File: config.mk
export PLATFORM = sky130hd
export DESIGN_NAME = ad9866_spi_arbiter_flat
export DESIGN_NICKNAME = d
export VERILOG_FILES = /design/src/rtl/ad9866_spi_arbiter_if.sv /design/src/rtl/ad9866_spi_arbiter.sv /design/src/flat_wrapper.sv
export SDC_FILE = /design/constraint.sdc
export NUM_CORES = 1
export LEC_CHECK = 0
export CORE_ASPECT_RATIO = 1.1
export CORE_UTILIZATION = 35
export DETAILED_ROUTE_END_ITERATION = 10
export GPL_ROUTABILITY_DRIVEN = 1
export MAX_ROUTING_LAYER = met4
export PLACE_DENSITY_LB_ADDON = 0.08
export SYNTH_ARGS = -nofsm -noshare
export SYNTH_HDL_FRONTEND = slang
export SYNTH_SLANG_ARGS = --single-unit
File: constraint.sdc
create_clock -name clk -period 6.25 [get_ports clk]
set_input_delay 1.25 -clock clk [delete_from_list [all_inputs] [get_ports clk]]
set_output_delay 1.25 -clock clk [all_outputs]
set_load 0.02 [all_outputs]
File: src/rtl/ad9866_spi_arbiter_if.sv
// Command/status bundle between the AD9866 SPI arbiter and its requesters and SPI engine.
// The slave modport is the arbiter's view; master is the surrounding logic's view.
interface ad9866_spi_arbiter_if;
    logic       init_done;
    logic [5:0] rx_gain;
    logic [5:0] tx_gain;
    logic       host_wr_valid;
    logic [4:0] host_wr_addr;
    logic [7:0] host_wr_data;
    logic       host_wr_ready;
    logic       spi_req;
    logic [4:0] spi_addr;
    logic [7:0] spi_data;
    logic       spi_ack;
    logic       spi_done;
    logic       busy;
    logic [5:0] rx_gain_applied;
    logic [5:0] tx_gain_applied;

    modport slave (
        input  init_done, rx_gain, tx_gain, host_wr_valid, host_wr_addr, host_wr_data,
               spi_ack, spi_done,
        output host_wr_ready, spi_req, spi_addr, spi_data, busy,
               rx_gain_applied, tx_gain_applied
    );

    modport master (
        output init_done, rx_gain, tx_gain, host_wr_valid, host_wr_addr, host_wr_data,
               spi_ack, spi_done,
        input  host_wr_ready, spi_req, spi_addr, spi_data, busy,
               rx_gain_applied, tx_gain_applied
    );
endinterface

File: src/rtl/ad9866_spi_arbiter.sv
// Round-robin scheduler of RX gain, TX gain and host register writes onto the AD9866
// SPI engine's single command port; gain writes are coalesced to the latest value.
module ad9866_spi_arbiter #(
    parameter int         HOLDOFF_CYCLES = 4,
    parameter logic [4:0] RX_GAIN_ADDR   = 5'h09,
    parameter logic [4:0] TX_GAIN_ADDR   = 5'h0a
) (
    input  logic                    clk,
    input  logic                    reset,
    ad9866_spi_arbiter_if.slave     bus
);
    localparam int CNT_W = (HOLDOFF_CYCLES > 1) ? $clog2(HOLDOFF_CYCLES) : 1;
    localparam logic [CNT_W-1:0] HOLD_LOAD = CNT_W'((HOLDOFF_CYCLES > 0) ? HOLDOFF_CYCLES - 1 : 0);
    localparam logic [4:0] MAX_HOST_ADDR = 5'h13;

    typedef enum logic [1:0] {S_IDLE, S_ISSUE, S_WAIT, S_HOLD} state_t;
    typedef enum logic [1:0] {SRC_HOST, SRC_RX, SRC_TX} src_t;

    state_t           state;
    src_t             ptr;
    src_t             cmd_src;
    src_t             winner;
    logic             any_pend;
    logic [2:0]       pend;
    logic             rx_force;
    logic             tx_force;
    logic             init_q;
    logic [5:0]       cap_gain;
    logic [CNT_W-1:0] hold_cnt;
    logic             complete;

    function automatic src_t next_src(input src_t s);
        case (s)
            SRC_HOST: next_src = SRC_RX;
            SRC_RX:   next_src = SRC_TX;
            default:  next_src = SRC_HOST;
        endcase
    endfunction

    always_comb begin
        pend[SRC_HOST] = bus.host_wr_valid;
        pend[SRC_RX]   = rx_force | (bus.rx_gain != bus.rx_gain_applied);
        pend[SRC_TX]   = tx_force | (bus.tx_gain != bus.tx_gain_applied);
    end

    // Search starts at the pointer; first pending requester wins.
    always_comb begin
        src_t cand;
        winner   = SRC_HOST;
        any_pend = 1'b0;
        cand     = ptr;
        for (int i = 0; i < 3; i++) begin
            if (!any_pend && pend[cand]) begin
                winner   = cand;
                any_pend = 1'b1;
            end
            cand = next_src(cand);
        end
    end

    // An ack and done arriving together in ISSUE count as a finished transfer.
    assign complete = ((state == S_ISSUE) && bus.spi_ack && bus.spi_done) ||
                      ((state == S_WAIT) && bus.spi_done);

    always_ff @(posedge clk or posedge reset) begin
        if (reset) begin
            state               <= S_IDLE;
            ptr                 <= SRC_HOST;
            cmd_src             <= SRC_HOST;
            rx_force            <= 1'b1;
            tx_force            <= 1'b1;
            init_q              <= 1'b0;
            cap_gain            <= '0;
            hold_cnt            <= '0;
            bus.spi_req         <= 1'b0;
            bus.spi_addr        <= '0;
            bus.spi_data        <= '0;
            bus.host_wr_ready   <= 1'b0;
            bus.busy            <= 1'b0;
            bus.rx_gain_applied <= '0;
            bus.tx_gain_applied <= '0;
        end else begin
            bus.host_wr_ready <= 1'b0;
            init_q            <= bus.init_done;
            // A falling init_done means the chip was re-initialised and lost its gains.
            if (init_q && !bus.init_done) begin
                rx_force <= 1'b1;
                tx_force <= 1'b1;
            end
            if (complete) begin
                if (cmd_src == SRC_RX) bus.rx_gain_applied <= cap_gain;
                if (cmd_src == SRC_TX) bus.tx_gain_applied <= cap_gain;
                bus.spi_req <= 1'b0;
                if (HOLDOFF_CYCLES > 0) begin
                    state    <= S_HOLD;
                    hold_cnt <= HOLD_LOAD;
                    bus.busy <= 1'b1;
                end else begin
                    state    <= S_IDLE;
                    bus.busy <= 1'b0;
                end
            end else begin
                case (state)
                    S_IDLE: begin
                        if (bus.init_done && any_pend) begin
                            ptr     <= next_src(winner);
                            cmd_src <= winner;
                            case (winner)
                                SRC_HOST: begin
                                    bus.host_wr_ready <= 1'b1;
                                    // Out-of-range host addresses are acknowledged and discarded.
                                    if (bus.host_wr_addr <= MAX_HOST_ADDR) begin
                                        bus.spi_addr <= bus.host_wr_addr;
                                        bus.spi_data <= bus.host_wr_data;
                                        bus.spi_req  <= 1'b1;
                                        bus.busy     <= 1'b1;
                                        state        <= S_ISSUE;
                                    end
                                end
                                SRC_RX: begin
                                    rx_force     <= 1'b0;
                                    cap_gain     <= bus.rx_gain;
                                    bus.spi_addr <= RX_GAIN_ADDR;
                                    bus.spi_data <= {2'b01, bus.rx_gain};
                                    bus.spi_req  <= 1'b1;
                                    bus.busy     <= 1'b1;
                                    state        <= S_ISSUE;
                                end
                                default: begin
                                    tx_force     <= 1'b0;
                                    cap_gain     <= bus.tx_gain;
                                    bus.spi_addr <= TX_GAIN_ADDR;
                                    bus.spi_data <= {2'b01, bus.tx_gain};
                                    bus.spi_req  <= 1'b1;
                                    bus.busy     <= 1'b1;
                                    state        <= S_ISSUE;
                                end
                            endcase
                        end
                    end
                    S_ISSUE: begin
                        if (bus.spi_ack) begin
                            bus.spi_req <= 1'b0;
                            state       <= S_WAIT;
                        end
                    end
                    S_HOLD: begin
                        if (hold_cnt == '0) begin
                            state    <= S_IDLE;
                            bus.busy <= 1'b0;
                        end else begin
                            hold_cnt <= hold_cnt - 1'b1;
                        end
                    end
                    default: ;
                endcase
            end
        end
    end
endmodule

File: src/flat_wrapper.sv
// flat-port wrapper written by rule: the top's interface ports become plain ports
module ad9866_spi_arbiter_flat 
#(
    parameter int         HOLDOFF_CYCLES = 4,
    parameter logic [4:0] RX_GAIN_ADDR   = 5'h09,
    parameter logic [4:0] TX_GAIN_ADDR   = 5'h0a
)
  (clk, reset, bus_init_done, bus_rx_gain, bus_tx_gain, bus_host_wr_valid, bus_host_wr_addr, bus_host_wr_data, bus_spi_ack, bus_spi_done, bus_host_wr_ready, bus_spi_req, bus_spi_addr, bus_spi_data, bus_busy, bus_rx_gain_applied, bus_tx_gain_applied);
  ad9866_spi_arbiter_if bus_i ();
  input  logic clk;
  input  logic reset;
  input wire logic [$bits(bus_i.init_done)-1:0] bus_init_done;
  input wire logic [$bits(bus_i.rx_gain)-1:0] bus_rx_gain;
  input wire logic [$bits(bus_i.tx_gain)-1:0] bus_tx_gain;
  input wire logic [$bits(bus_i.host_wr_valid)-1:0] bus_host_wr_valid;
  input wire logic [$bits(bus_i.host_wr_addr)-1:0] bus_host_wr_addr;
  input wire logic [$bits(bus_i.host_wr_data)-1:0] bus_host_wr_data;
  input wire logic [$bits(bus_i.spi_ack)-1:0] bus_spi_ack;
  input wire logic [$bits(bus_i.spi_done)-1:0] bus_spi_done;
  output wire logic [$bits(bus_i.host_wr_ready)-1:0] bus_host_wr_ready;
  output wire logic [$bits(bus_i.spi_req)-1:0] bus_spi_req;
  output wire logic [$bits(bus_i.spi_addr)-1:0] bus_spi_addr;
  output wire logic [$bits(bus_i.spi_data)-1:0] bus_spi_data;
  output wire logic [$bits(bus_i.busy)-1:0] bus_busy;
  output wire logic [$bits(bus_i.rx_gain_applied)-1:0] bus_rx_gain_applied;
  output wire logic [$bits(bus_i.tx_gain_applied)-1:0] bus_tx_gain_applied;
  assign bus_i.init_done = bus_init_done;
  assign bus_i.rx_gain = bus_rx_gain;
  assign bus_i.tx_gain = bus_tx_gain;
  assign bus_i.host_wr_valid = bus_host_wr_valid;
  assign bus_i.host_wr_addr = bus_host_wr_addr;
  assign bus_i.host_wr_data = bus_host_wr_data;
  assign bus_i.spi_ack = bus_spi_ack;
  assign bus_i.spi_done = bus_spi_done;
  assign bus_host_wr_ready = bus_i.host_wr_ready;
  assign bus_spi_req = bus_i.spi_req;
  assign bus_spi_addr = bus_i.spi_addr;
  assign bus_spi_data = bus_i.spi_data;
  assign bus_busy = bus_i.busy;
  assign bus_rx_gain_applied = bus_i.rx_gain_applied;
  assign bus_tx_gain_applied = bus_i.tx_gain_applied;
  ad9866_spi_arbiter #(.HOLDOFF_CYCLES(HOLDOFF_CYCLES), .RX_GAIN_ADDR(RX_GAIN_ADDR), .TX_GAIN_ADDR(TX_GAIN_ADDR)) u_core (.clk(clk), .reset(reset), .bus(bus_i));
endmodule
; Word level (Yosys, flattened, before mapping)
; Index checks and enable logic that the tools add are counted.
[op_classes]
bitwise_logic = 4
n_eq_ne = 16
muxes = 53
magnitude_cmp = 4
n_reduce_logical = 30
addsub = 1
[ops]
columns = cell, n
row1 = two-way mux 1 bit, 27
row2 = two-way mux 2 bit, 12
row3 = case mux 8 bit (2 select lines), 1
row4 = AND reduction 4 bit, 4
row5 = inequality test 6 bit, 2
row6 = case mux 2 bit (2 select lines), 3
row7 = case mux 6 bit (2 select lines), 1
row8 = == test 2 x 1 -> 1 bit (second input constant), 5
row9 = zero test 2 bit, 5
row10 = case mux 5 bit (2 select lines), 1
row11 = less-than comparator 2 x 3 -> 1 bit (second input constant), 3
row12 = two-way mux 8 bit, 1
row13 = logical AND 1 bit, 7
row14 = binary-select mux 1 bit (select 2 bit), 3
row15 = == test 2 bit (second input constant), 3
row16 = inequality test 3 x 1 -> 1 bit (second input constant), 2
row17 = case mux 2 bit (3 select lines), 1
row18 = AND reduction 2 bit, 3
row19 = nonzero test 3 bit, 2
row20 = less-or-equal comparator 5 bit (second input constant), 1
row21 = two-way mux 5 bit, 1
row22 = AND reduction 5 bit, 1
row23 = inequality test 2 x 1 -> 1 bit (second input constant), 2
row24 = inequality test 4 x 2 -> 1 bit (second input constant), 1
row25 = 11 further kinds, 16
[totals]
regBits = 45
output_inout_bits = 28
word_cells = 123

; Depth between registers and ports, before layout
[depth]
ltp_word = 17
depth_mapped = 9
ltp_nobuf = 8

; Worst setup path before layout
; OpenSTA, ideal clock, no wires.
[synth_path]
path_type = in2reg
start = in bus_rx_gain[0]
end = reg u_core.bus.spi_data[6]
stages = 8
path_buffers = 1
slack_ns = 3.171
arrival_time_ns = 2.954
required_ns = 6.125
path_cell_list = xnor2_1 > nand3_1 > or4_4 > a211o_4 > nand3_4 > a21o_4 > buf_12 > mux2_4
[synth_via]
elab_chain_len = 14
[synth_rtl]
columns = item, line
row1 = "start, declared", flat_wrapper.sv:13  ; input wire logic [$bits(bus_i.rx_gain)-1:0] bus_rx_gain;
row2 = inequality test 6 bit *, ad9866_spi_arbiter.sv:42  ; pend[SRC_RX] = rx_force | (bus.rx_gain != bus.rx_gain_applied);
row3 = bitwise OR 1 bit *, ad9866_spi_arbiter.sv:42
row4 = binary-select mux 1 bit (select 2 bit), ad9866_spi_arbiter.sv:53  ; if (!any_pend && pend[cand]) begin
row5 = two-way mux 1 bit (not written as such), ad9866_spi_arbiter.sv:53
row6 = two-way mux 1 bit, ad9866_spi_arbiter.sv:53
row7 = zero test 1 bit, ad9866_spi_arbiter.sv:53
row8 = logical AND 1 bit, ad9866_spi_arbiter.sv:53
row9 = two-way mux 1 bit, ad9866_spi_arbiter.sv:53
row10 = zero test 1 bit, ad9866_spi_arbiter.sv:53
row11 = logical AND 1 bit, ad9866_spi_arbiter.sv:53
row12 = two-way mux 2 bit, ad9866_spi_arbiter.sv:53
row13 = zero test 2 bit, ad9866_spi_arbiter.sv:108  ; case (winner)
row14 = inequality test 2 x 1 -> 1 bit (no source line), --
row15 = AND reduction 4 bit (no source line), --
row16 = "end signal, assigned", ad9866_spi_arbiter.sv:114  ; bus.spi_data <= bus.host_wr_data;
row17 = "end signal, assigned", ad9866_spi_arbiter.sv:124  ; bus.spi_data <= {2'b01, bus.rx_gain};
row18 = "end signal, assigned", ad9866_spi_arbiter.sv:133  ; bus.spi_data <= {2'b01, bus.tx_gain};
row19 = "end, declared", ad9866_spi_arbiter_if.sv:23  ; output host_wr_ready, spi_req, spi_addr, spi_data, busy,
; Every way passes the cells marked *; elsewhere a longest branch is shown, timed or not. The select of a mux whose other input is x is not followed.
; A chain may end at the register's enable or synchronous reset.

; Final worst setup path
[layout_path]
start = in bus_rx_gain[5]
end = reg u_core.bus.spi_addr[0]
[layout_via]
elab_chain_len = 14
[layout_rtl]
columns = item, line
row1 = inequality test 6 bit *, ad9866_spi_arbiter.sv:42
row2 = bitwise OR 1 bit *, ad9866_spi_arbiter.sv:42
row3 = binary-select mux 1 bit (select 2 bit), ad9866_spi_arbiter.sv:53
row4 = two-way mux 1 bit (not written as such), ad9866_spi_arbiter.sv:53
row5 = two-way mux 1 bit, ad9866_spi_arbiter.sv:53
row6 = zero test 1 bit, ad9866_spi_arbiter.sv:53
row7 = logical AND 1 bit, ad9866_spi_arbiter.sv:53
row8 = two-way mux 1 bit, ad9866_spi_arbiter.sv:53
row9 = zero test 1 bit, ad9866_spi_arbiter.sv:53
row10 = logical AND 1 bit, ad9866_spi_arbiter.sv:53
row11 = two-way mux 2 bit, ad9866_spi_arbiter.sv:53
row12 = zero test 2 bit, ad9866_spi_arbiter.sv:108
row13 = inequality test 2 x 1 -> 1 bit (no source line), --
row14 = AND reduction 4 bit (no source line), --
row15 = "end signal, assigned", ad9866_spi_arbiter.sv:113  ; bus.spi_addr <= bus.host_wr_addr;
row16 = "end, declared", ad9866_spi_arbiter_if.sv:23
; Marks and branches as above.

==> results.toml <==
[power_and_ir_drop]
clockPowerShare_pct = 14.6
ir_worst_vdd_mv = 0.199
powerDensity_nw_per_um2 = 491
pwr-share-comb_pct = 51.4
switchingPower_w = 0.000613
leakage_nw = 1.49
pwr-share-seq_pct = 34.0
intPower_w = 0.000963
switching_share_pct = 38.9

[synth]
synthDistinctLibCells = 48
synthesis.nets = 261
yosysWarnings = 0
syn_area_um2 = 2450
synth_area_leader_cell = "dfrtp_1"
synth_seq_cells = 45
synth_top_area_share_pct = 44.0
synth_cells = 223
synth_area_leaders = "dfrtp_1 44%, mux2_2 10%, nand2_1 4.4%, ha_1 3.6%, mux2i_1 3.3%"
yosysSeqAreaShare_pct = 46.1
avgSynthCellArea_um2 = 11.0

[global_routing]
grt_overflow_total = 0
grt_pass1_wl_um = 9520
grt_pass1_vias = 1863
antenna_found_initial = 0
grt_max_degree = 46
track_usage_pct = 17.6

[routing]
wl_per_cell_um = 15.8
vias_per_cell = 5.11
dr.pass1.iters = 5
drc = 0
totalWireLength_um = 5800
route.antenna.remaining_nets = 0
vias = 1877
drt_iter0_markers = 112

[cts]
cts_resized = 0
post-cts-setup-buffers = 0
cts.sinks = 45
cts_hold_buf = 0
cts_buffers = 5
clkLatencyLatePin_ns = 0.30
clk_path_buf_depth = 2
cts.clk_slew.worst_paths_ns = 0.08
ctsHtreeMaxLevel = 2
cts_tree = "yes"
cts_root_buf = "clkbuf_8"

[worst_setup_path]
cp_slowest_cell = "nor4_1"
path_cells = "clkdlybuf4s50_1, xnor2_1, nand3_1, nor4_1, o211ai_1, o211ai_2, a21o_4, mux2_2"
start_kind = "input port"
endpoint_kind = "register"
crit_buf_inv = 1
critPathRequiredTime_ns = 6.44
critPathKind = "input port to register"
arrival_ns = 3.95
cp_top_family = "compound AO/OA/AOI/OAI gates"
path_max_fanout = 21
slowest_delay_ns = 0.62

[floorplan]
die_height_um = 89.7
dieArea_um2 = 7330
pin_count = 59
fp.dieW_um = 81.7
start_util_pct = 36.7
rows = 31
core_area_um2 = 6670

[cells_and_area]
layout-drive-gt1-share_pct = 17.2
nFillCells = 632
syn_to_final_growth_pct = 31.2
fin_util_pct = 48.1
num-nets-final = 322
diodes = 0

[timing]
max_freq_ghz = 0.266
hold_violations = 0
setup_viol = 0
fin_skew_ns = 0.00258
min_period_over_period_pct = 60.1
relSlewSlack_pct = 30.4
drv_slew = 0
tightestPinTransition_ns = 1.04
tns_ns = 0
rsz0062_at_grt = "false"
period_minus_slack_ns = 3.76

[place]
place.detailed.hpwl_um = 4210
gp_congestion = 0.817
portBuffers = 58

[flow_run]
cap_viol_max_count = 0

[run_status]
status = "finished, final reports clean"

[hold_path]
hp-class = "register to register"
[final cells by class]
| type | instances | area, um2 | share of cell area (%) |
|---|---|---|---|
| clock buffers | 7 | 86.3 | 2.69 |
| clock inverters | 1 | 30.0 | 0.935 |
| inverters | 14 | 52.6 | 1.64 |
| multi-input cells | 157 | 1210 | 37.6 |
| flip-flops and latches | 45 | 1130 | 35.2 |
| well taps | 82 | 103 | 3.20 |
| repair buffers | 61 | 603 | 18.8 |
[cell usage after synthesis, drive strengths merged]
cell / n
a221oi: 1
a222oi: 6
dfrtp: 43
mux2: 23
mux2i: 8
clkbuf: 3
or4: 1
nand4: 2
o22ai: 1
a21o: 6
or2b: 1
a21oi: 9
and4: 1
nor4: 2
nand3: 3
and2: 3
xor2: 4
buf: 4
ha: 7
o211ai: 3
a211oi: 3
inv: 14
o21a: 1
nand2b: 3
a21bo: 1
xnor2: 9
nor2: 13
o31a: 1
dfstp: 2
and3: 2
nand2: 29
a211o: 3
a221o: 1
or3b: 2
o21ai: 4
a32oi: 1
nor2b: 3
[logic make-up after synthesis]
group,after synthesis,share of synthesized area (%)
mux,31,14.0
xor+xnor,13,4.65
flops,45,46.1
fa+ha+maj,7,3.58
buf+inv,21,4.55
compound gates,41,13.2
simple gates,65,13.9
[worst reg2reg max path: stages, from the launching register on]
cell and delay, ns:
dfrtp_1 0.42, xnor2_1 0.18, nand3_1 0.13, nor4_1 0.62, o211ai_1 0.18, o211ai_2 0.42
a21o_4 0.35, mux2_2 0.35
[final timing paths]
| check | slack, ns | startpoint | cells past startpoint | endpoint |
|---|---|---|---|---|
| worst min register to register | 0.49 | u_core.bus.spi_data[7] | 1 | u_core.bus.spi_data[7] |
| worst min-delay path | 0.49 | u_core.bus.spi_data[7] | 1 | u_core.bus.spi_data[7] |
| worst max register to register | 3.51 | u_core.bus.rx_gain_applied[5] | 7 | u_core.bus.spi_addr[0] |
| min in group asynchronous | 1.39 | reset | 3 | u_core.bus.spi_addr[1] |
| worst max-delay path | 2.49 | bus_rx_gain[5] | 8 | u_core.bus.spi_addr[0] |
| max in group asynchronous | 4.46 | reset | 3 | u_core.ptr[1] |
[routing by layer]
metal / vias up / share of wire, % / track usage [%]
met4: 0 / 0.95 / 4.82
met1: 915 / 49 / 24.9
li1: 907 / - / -
met5: - / 0 / -
met2: 49 / 46 / 25.6
met3: 6 / 4.6 / 3.35
[sequential cells by signal (all words and copies together) (netlist names), 5 cells and up]
signal and cells:
u_core.bus.rx_gain_applied 6, u_core.bus.spi_addr 5, u_core.bus.spi_data 8, u_core.bus.tx_gain_applied 6
u_core.cap_gain 6
[per-stage QoR]
step                      total power, W  hold WS, ns  cells  setup slack [ns]  area (um2)
after global routing             0.00169        0.505    367              2.37        3210
after CTS                        0.00159        0.496    367              2.50        3210
after floorplan                  0.00105        0.457    223              3.17        2450
final                            0.00158        0.489    367              2.49        3210
after global placement           0.00135        0.468    359              2.25        3090
after detailed placement         0.00136        0.476    359              2.18        3090
[cell usage in the layout (no fill, tap or decap), types with 3 or more instances in the layout]
cell / count
clkdlybuf4s50_1: 58
dfrtp_1: 43
nand2_1: 29
mux2_2: 22
inv_1: 13
nor2_1: 11
xnor2_1: 9
a21oi_1: 9
mux2i_1: 8
ha_1: 7
a222oi_1: 6
clkbuf_8: 6
xor2_1: 4
o21ai_0: 4
a21o_1: 4
nand2b_1: 3
a211oi_1: 3
nor2b_1: 3
buf_4: 3
[power groups by stage]
stage          Sequential (W)  Clock [W]  Combinational (W)
2_1_floorplan        0.000623          0           0.000429
3_3_place_gp         0.000541          0           0.000810
3_5_place_dp         0.000542          0           0.000814
4_1_cts              0.000537   0.000237           0.000819
5_1_grt              0.000558   0.000247           0.000889
6_report             0.000536   0.000231           0.000810
(Power assumes the default switching activity.)
==> RTL change 1, RTL diff (same settings) <==
Re-encode `state_t` (4 states) as one-hot, 4 bits wide.
--- a/src/rtl/ad9866_spi_arbiter.sv
+++ b/src/rtl/ad9866_spi_arbiter.sv
@@ -13,7 +13,7 @@
     localparam logic [CNT_W-1:0] HOLD_LOAD = CNT_W'((HOLDOFF_CYCLES > 0) ? HOLDOFF_CYCLES - 1 : 0);
     localparam logic [4:0] MAX_HOST_ADDR = 5'h13;
 
-    typedef enum logic [1:0] {S_IDLE, S_ISSUE, S_WAIT, S_HOLD} state_t;
+    typedef enum logic [3:0] {S_IDLE = 4'b0001, S_ISSUE = 4'b0010, S_WAIT = 4'b0100, S_HOLD = 4'b1000} state_t;
     typedef enum logic [1:0] {SRC_HOST, SRC_RX, SRC_TX} src_t;
 
     state_t           state;
Function: same outputs for any inputs over 10 cycles, from zero or initial values and one cycle with reset high; not proved beyond that.
==> RTL change 1 against the unedited design <==
Sequential power decreased by 8.8%. Sequential cell count increased by 2. Combinational power decreased by 39%. Critical endpoint unchanged. Cell area decreased by 5.8%. Critical path depth decreased by 1. Die area decreased by 6.0%. Via count decreased by 3.5%. Worst setup slack got worse by 0.18 ns. Wire length increased by 0.47%. Synthesized area decreased by 6.1%. Non-clock buffer count decreased by 3. Total power decreased by 25%. Largest power group unchanged.
==> RTL change 1: results (changes against the unedited design) <==
* Run status: finished clean (unchanged)
* Mux cell area share after synthesis at 0.06808 (was 0.1401)
* Met3 Usage GRT at 0.03455 (was 0.03350)
* Wire length on met1 at 2.756 mm (was 2.818 mm)
* Total Routing Usage GR at 0.1839 (was 0.1761)
* Gpl congestion at 0.7995 (was 0.8165)
* Met2 WL at 2.777 mm (was 2.663 mm)
* Net count after synthesis at 232 (was 261)
* PwrDens at 388.9 nW/um2 (was 491.1 nW/um2)
* Placed Area at 2933 um2 (was 3094 um2)
* Layout Nets at 291 (was 322)
* Largest net degree at the start of global routing at 48 (was 46)
* DRT Pass-1 Iters at 4 (was 5)
* HPWL Detailed at 4.197 mm (was 4.211 mm)
* Layout cell share with drive strength beyond 1 at 0.1154 (was 0.1719)
* DR vias at 1812 (was 1877)
* Worst Hold Launch: u_core.hold_cnt[0] (was u_core.bus.spi_data[7])
* Worst path max stage delay at 0.92 ns (was 0.62 ns)
* Crit path max fanout at 26 (was 21)
* GR Layer Usage met2 at 0.2884 (was 0.2555)
* Slew HR at 0.2996 (was 0.3042)
* Area contributors post-synth: dfrtp_1 (48%), mux2_2 (5.9%), o22a_1 (5.0%), dfstp_2 (3.4%), a2bb2oi_1 (3.4%) (was dfrtp_1 (44%), mux2_2 (10%), nand2_1 (4.4%), ha_1 (3.6%), mux2i_1 (3.3%))
* Mean routed wirelength per cell at 17.15 um (was 15.81 um)
* RR Startpoint: u_core.bus.rx_gain_applied[3] (was u_core.bus.rx_gain_applied[5])
* Synth Area in XOR/XNOR at 0.04575 (was 0.04652)
* Post-synthesis compound-gate area fraction at 0.2222 (was 0.1324)
* Top cells by count, synth: dfrtp_1 (44), o22a_1 (13), a21oi_1 (12), mux2_2 (12), nor2_1 (11) (was dfrtp_1 (43), nand2_1 (29), mux2_2 (22), inv_1 (14), nor2_1 (11))
* R2R depth at 6 (was 7)
==> RTL change 1: worst max path at each step <==
stage	cells after the start	slack (ns)	startpoint	to
2_1_floorplan	7	3.50	bus_tx_gain[3]	u_core.cmd_src[0]
3_3_place_gp	7	2.07	bus_rx_gain[3]	u_core.bus.spi_addr[0]
3_5_place_dp	7	2.03	bus_rx_gain[3]	u_core.bus.spi_addr[0]
4_1_cts	7	2.33	bus_rx_gain[3]	u_core.bus.spi_addr[0]
5_1_grt	7	2.13	bus_tx_gain[3]	u_core.bus.spi_addr[0]
6_report	7	2.31	bus_rx_gain[3]	u_core.bus.spi_addr[0]
==> RTL change 1: layout make-up <==
cell class	instances	area, um2
fillers	628	3244
flip-flops and latches	47	1180
multi-input cells	139	1042
repair buffers	58	580.6
well taps	80	100.1
clock buffers	7	86.33
inverters	8	30.03
clock inverters	1	5.005
==> RTL change 2, RTL diff (same flow settings) <==
Without the edit above. `HOLDOFF_CYCLES` is set to 4 in 2 places; all go to 2.
--- a/src/rtl/ad9866_spi_arbiter.sv
+++ b/src/rtl/ad9866_spi_arbiter.sv
@@ -1,7 +1,7 @@
 // Round-robin scheduler of RX gain, TX gain and host register writes onto the AD9866
 // SPI engine's single command port; gain writes are coalesced to the latest value.
 module ad9866_spi_arbiter #(
-    parameter int         HOLDOFF_CYCLES = 4,
+    parameter int         HOLDOFF_CYCLES = 2,
     parameter logic [4:0] RX_GAIN_ADDR   = 5'h09,
     parameter logic [4:0] TX_GAIN_ADDR   = 5'h0a
 ) (
--- a/src/flat_wrapper.sv
+++ b/src/flat_wrapper.sv
@@ -1,7 +1,7 @@
 // flat-port wrapper written by rule: the top's interface ports become plain ports
 module ad9866_spi_arbiter_flat 
 #(
-    parameter int         HOLDOFF_CYCLES = 4,
+    parameter int         HOLDOFF_CYCLES = 2,
     parameter logic [4:0] RX_GAIN_ADDR   = 5'h09,
     parameter logic [4:0] TX_GAIN_ADDR   = 5'h0a
 )
Function: changed (a bounded check fails within 10 cycles, from zero or initial values and one cycle with reset high).
==> RTL change 2 against the unedited design <==
Cell area shrank 4.1%. Sequential cell count down 1. Wire length down 4.6%. Die area shrank 5.1%. First-iteration DRC count is 8.9% lower. Synthesized area shrank 5.3%. Clock power shrank 15%. Worst setup slack better by 0.23 ns. Worst hold slack better by 0.0067 ns. Total power is 5.3% lower. Critical path type unchanged. Critical endpoint is now u_core.bus.spi_addr[1].
==> RTL change 2: results (changes against the unedited design) <==
* Largest net degree at the start of global routing at 45 (was 46)
* Reg clk slew, reported paths at 0.08 ns (about the same)
* Sequential element share of the synthesized area at 0.4760 (was 0.4611)
* Net count after synthesis at 240 (was 261)
* CTS Root Cell: clkbuf_8 (unchanged)
* Worst Hold Launch: u_core.bus.spi_addr[2] (was u_core.bus.spi_data[7])
* Slew @ Worst Pin at 0.8109 ns (was 1.041 ns)
* Layout cell share with drive strength beyond 1 at 0.1423 (was 0.1719)
* Max IR drop VDD at 0.0002070 V (was 0.0001991 V)
* Gpl congestion at 0.8094 (was 0.8165)
* HPWL Detailed at 4.098 mm (was 4.211 mm)
* Placed Area at 2980 um2 (was 3094 um2)
* Num CTS Buffers at 5 (unchanged)
* 1st-iter DRT viols at 102 (was 112)
* RR Startpoint: u_core.state[1] (was u_core.bus.rx_gain_applied[5])
* Netlist cell types at 51 (was 48)
* Vias in the first global route at 1740 (was 1863)
* R2r endpoint: u_core.cap_gain[3] (was u_core.bus.spi_addr[0])
* Final clock skew at 0.007168 ns (was 0.002578 ns)
* First-pass GRT wire length at 8.866 mm (was 9.515 mm)
* Worst path max stage delay at 0.65 ns (was 0.62 ns)
* Run status: finished clean (unchanged)
* Fin Hold WS at 0.4960 ns (was 0.4893 ns)
* Crit path max fanout at 15 (was 21)
* Total Routing Usage GR at 0.1759 (was 0.1761)
* Final setup fails at 0 (unchanged)
* DRT Pass-1 Iters at 4 (was 5)
* LEAKAGE at 1.317 nW (was 1.488 nW)
* Layout Nets at 303 (was 322)
* Worst EP arrival at 3.72 ns (was 3.95 ns)
* Inst Count DP at 339 (was 359)
* Filler instances at 579 (was 632)
* Layout Cells excl Fill at 347 (was 367)
* Hold endpoint: u_core.bus.spi_addr[2] (was u_core.bus.spi_data[7])
* CP max stage cell: and4b_1 (was nor4_1)
* Slack of the worst reg-to-reg path at 3.54 ns (was 3.51 ns)
* Place WS at 2.351 ns (was 2.181 ns)
* DR vias at 1787 (was 1877)
* Mean routed wirelength per cell at 15.95 um (was 15.81 um)
* Mapped Cells at 203 (was 223)
-- RTL change 2: changes by cell type after synthesis, sizes merged, moves of 4 or more --
cell and delta:
nand2 -20, xor2 +8, a21oi +6, o22a +4, a21o -4, xnor2 -9
-- RTL change 2: worst max path at each step --
stage                         startpoint                      to  slack, ns
after global placement    bus_tx_gain[3]  u_core.bus.spi_addr[1]       2.42
final                     bus_tx_gain[3]  u_core.bus.spi_addr[1]       2.72
after CTS                 bus_tx_gain[3]  u_core.bus.spi_addr[1]       2.68
after global routing      bus_tx_gain[3]  u_core.bus.spi_addr[1]       2.60
after detailed placement  bus_tx_gain[3]  u_core.bus.spi_addr[1]       2.35
after floorplan           bus_tx_gain[3]         u_core.state[0]       3.17
-- RTL change 2: kinds of logic after synthesis --
| group | share of synthesized area |
|---|---|
| AOI/OAI and AO/OA | 0.1797 |
| buffers and inverters | 0.03724 |
| DFF | 0.4760 |
| adders and majority gates | 0.03238 |
| and+or+nand+nor | 0.08743 |
| xor gates and xnor gates | 0.04533 |
| muxes | 0.1419 |
-- RTL change 2: area by class of cell --
cell class | instances | area, um2 | area share
timing repair buffer | 59 | 588.1 | 0.1909
multi-input combinational | 140 | 1129 | 0.3664
clock buffer | 8 | 100.1 | 0.03249
sequential | 44 | 1104 | 0.3582
inverter | 16 | 60.06 | 0.01950
tap | 80 | 100.1 | 0.03249
-- RTL change 2: power by group --
| group | switching, mW | internal (mW) |
|---|---|---|
| registers | 0.104 | 0.422 |
| clock network | 0.0953 | 0.101 |
| logic | 0.390 | 0.381 |
| total | 0.589 | 0.905 |
-- RTL change 2: metal layers --
| metal | global-route usage | routed length (um) |
|---|---|---|
| met2 | 0.2735 | 2603 |
| met3 | 0.03770 | 223 |
| met1 | 0.2320 | 2655 |
| met4 | 0.04463 | 53 |
| met5 | - | 0 |
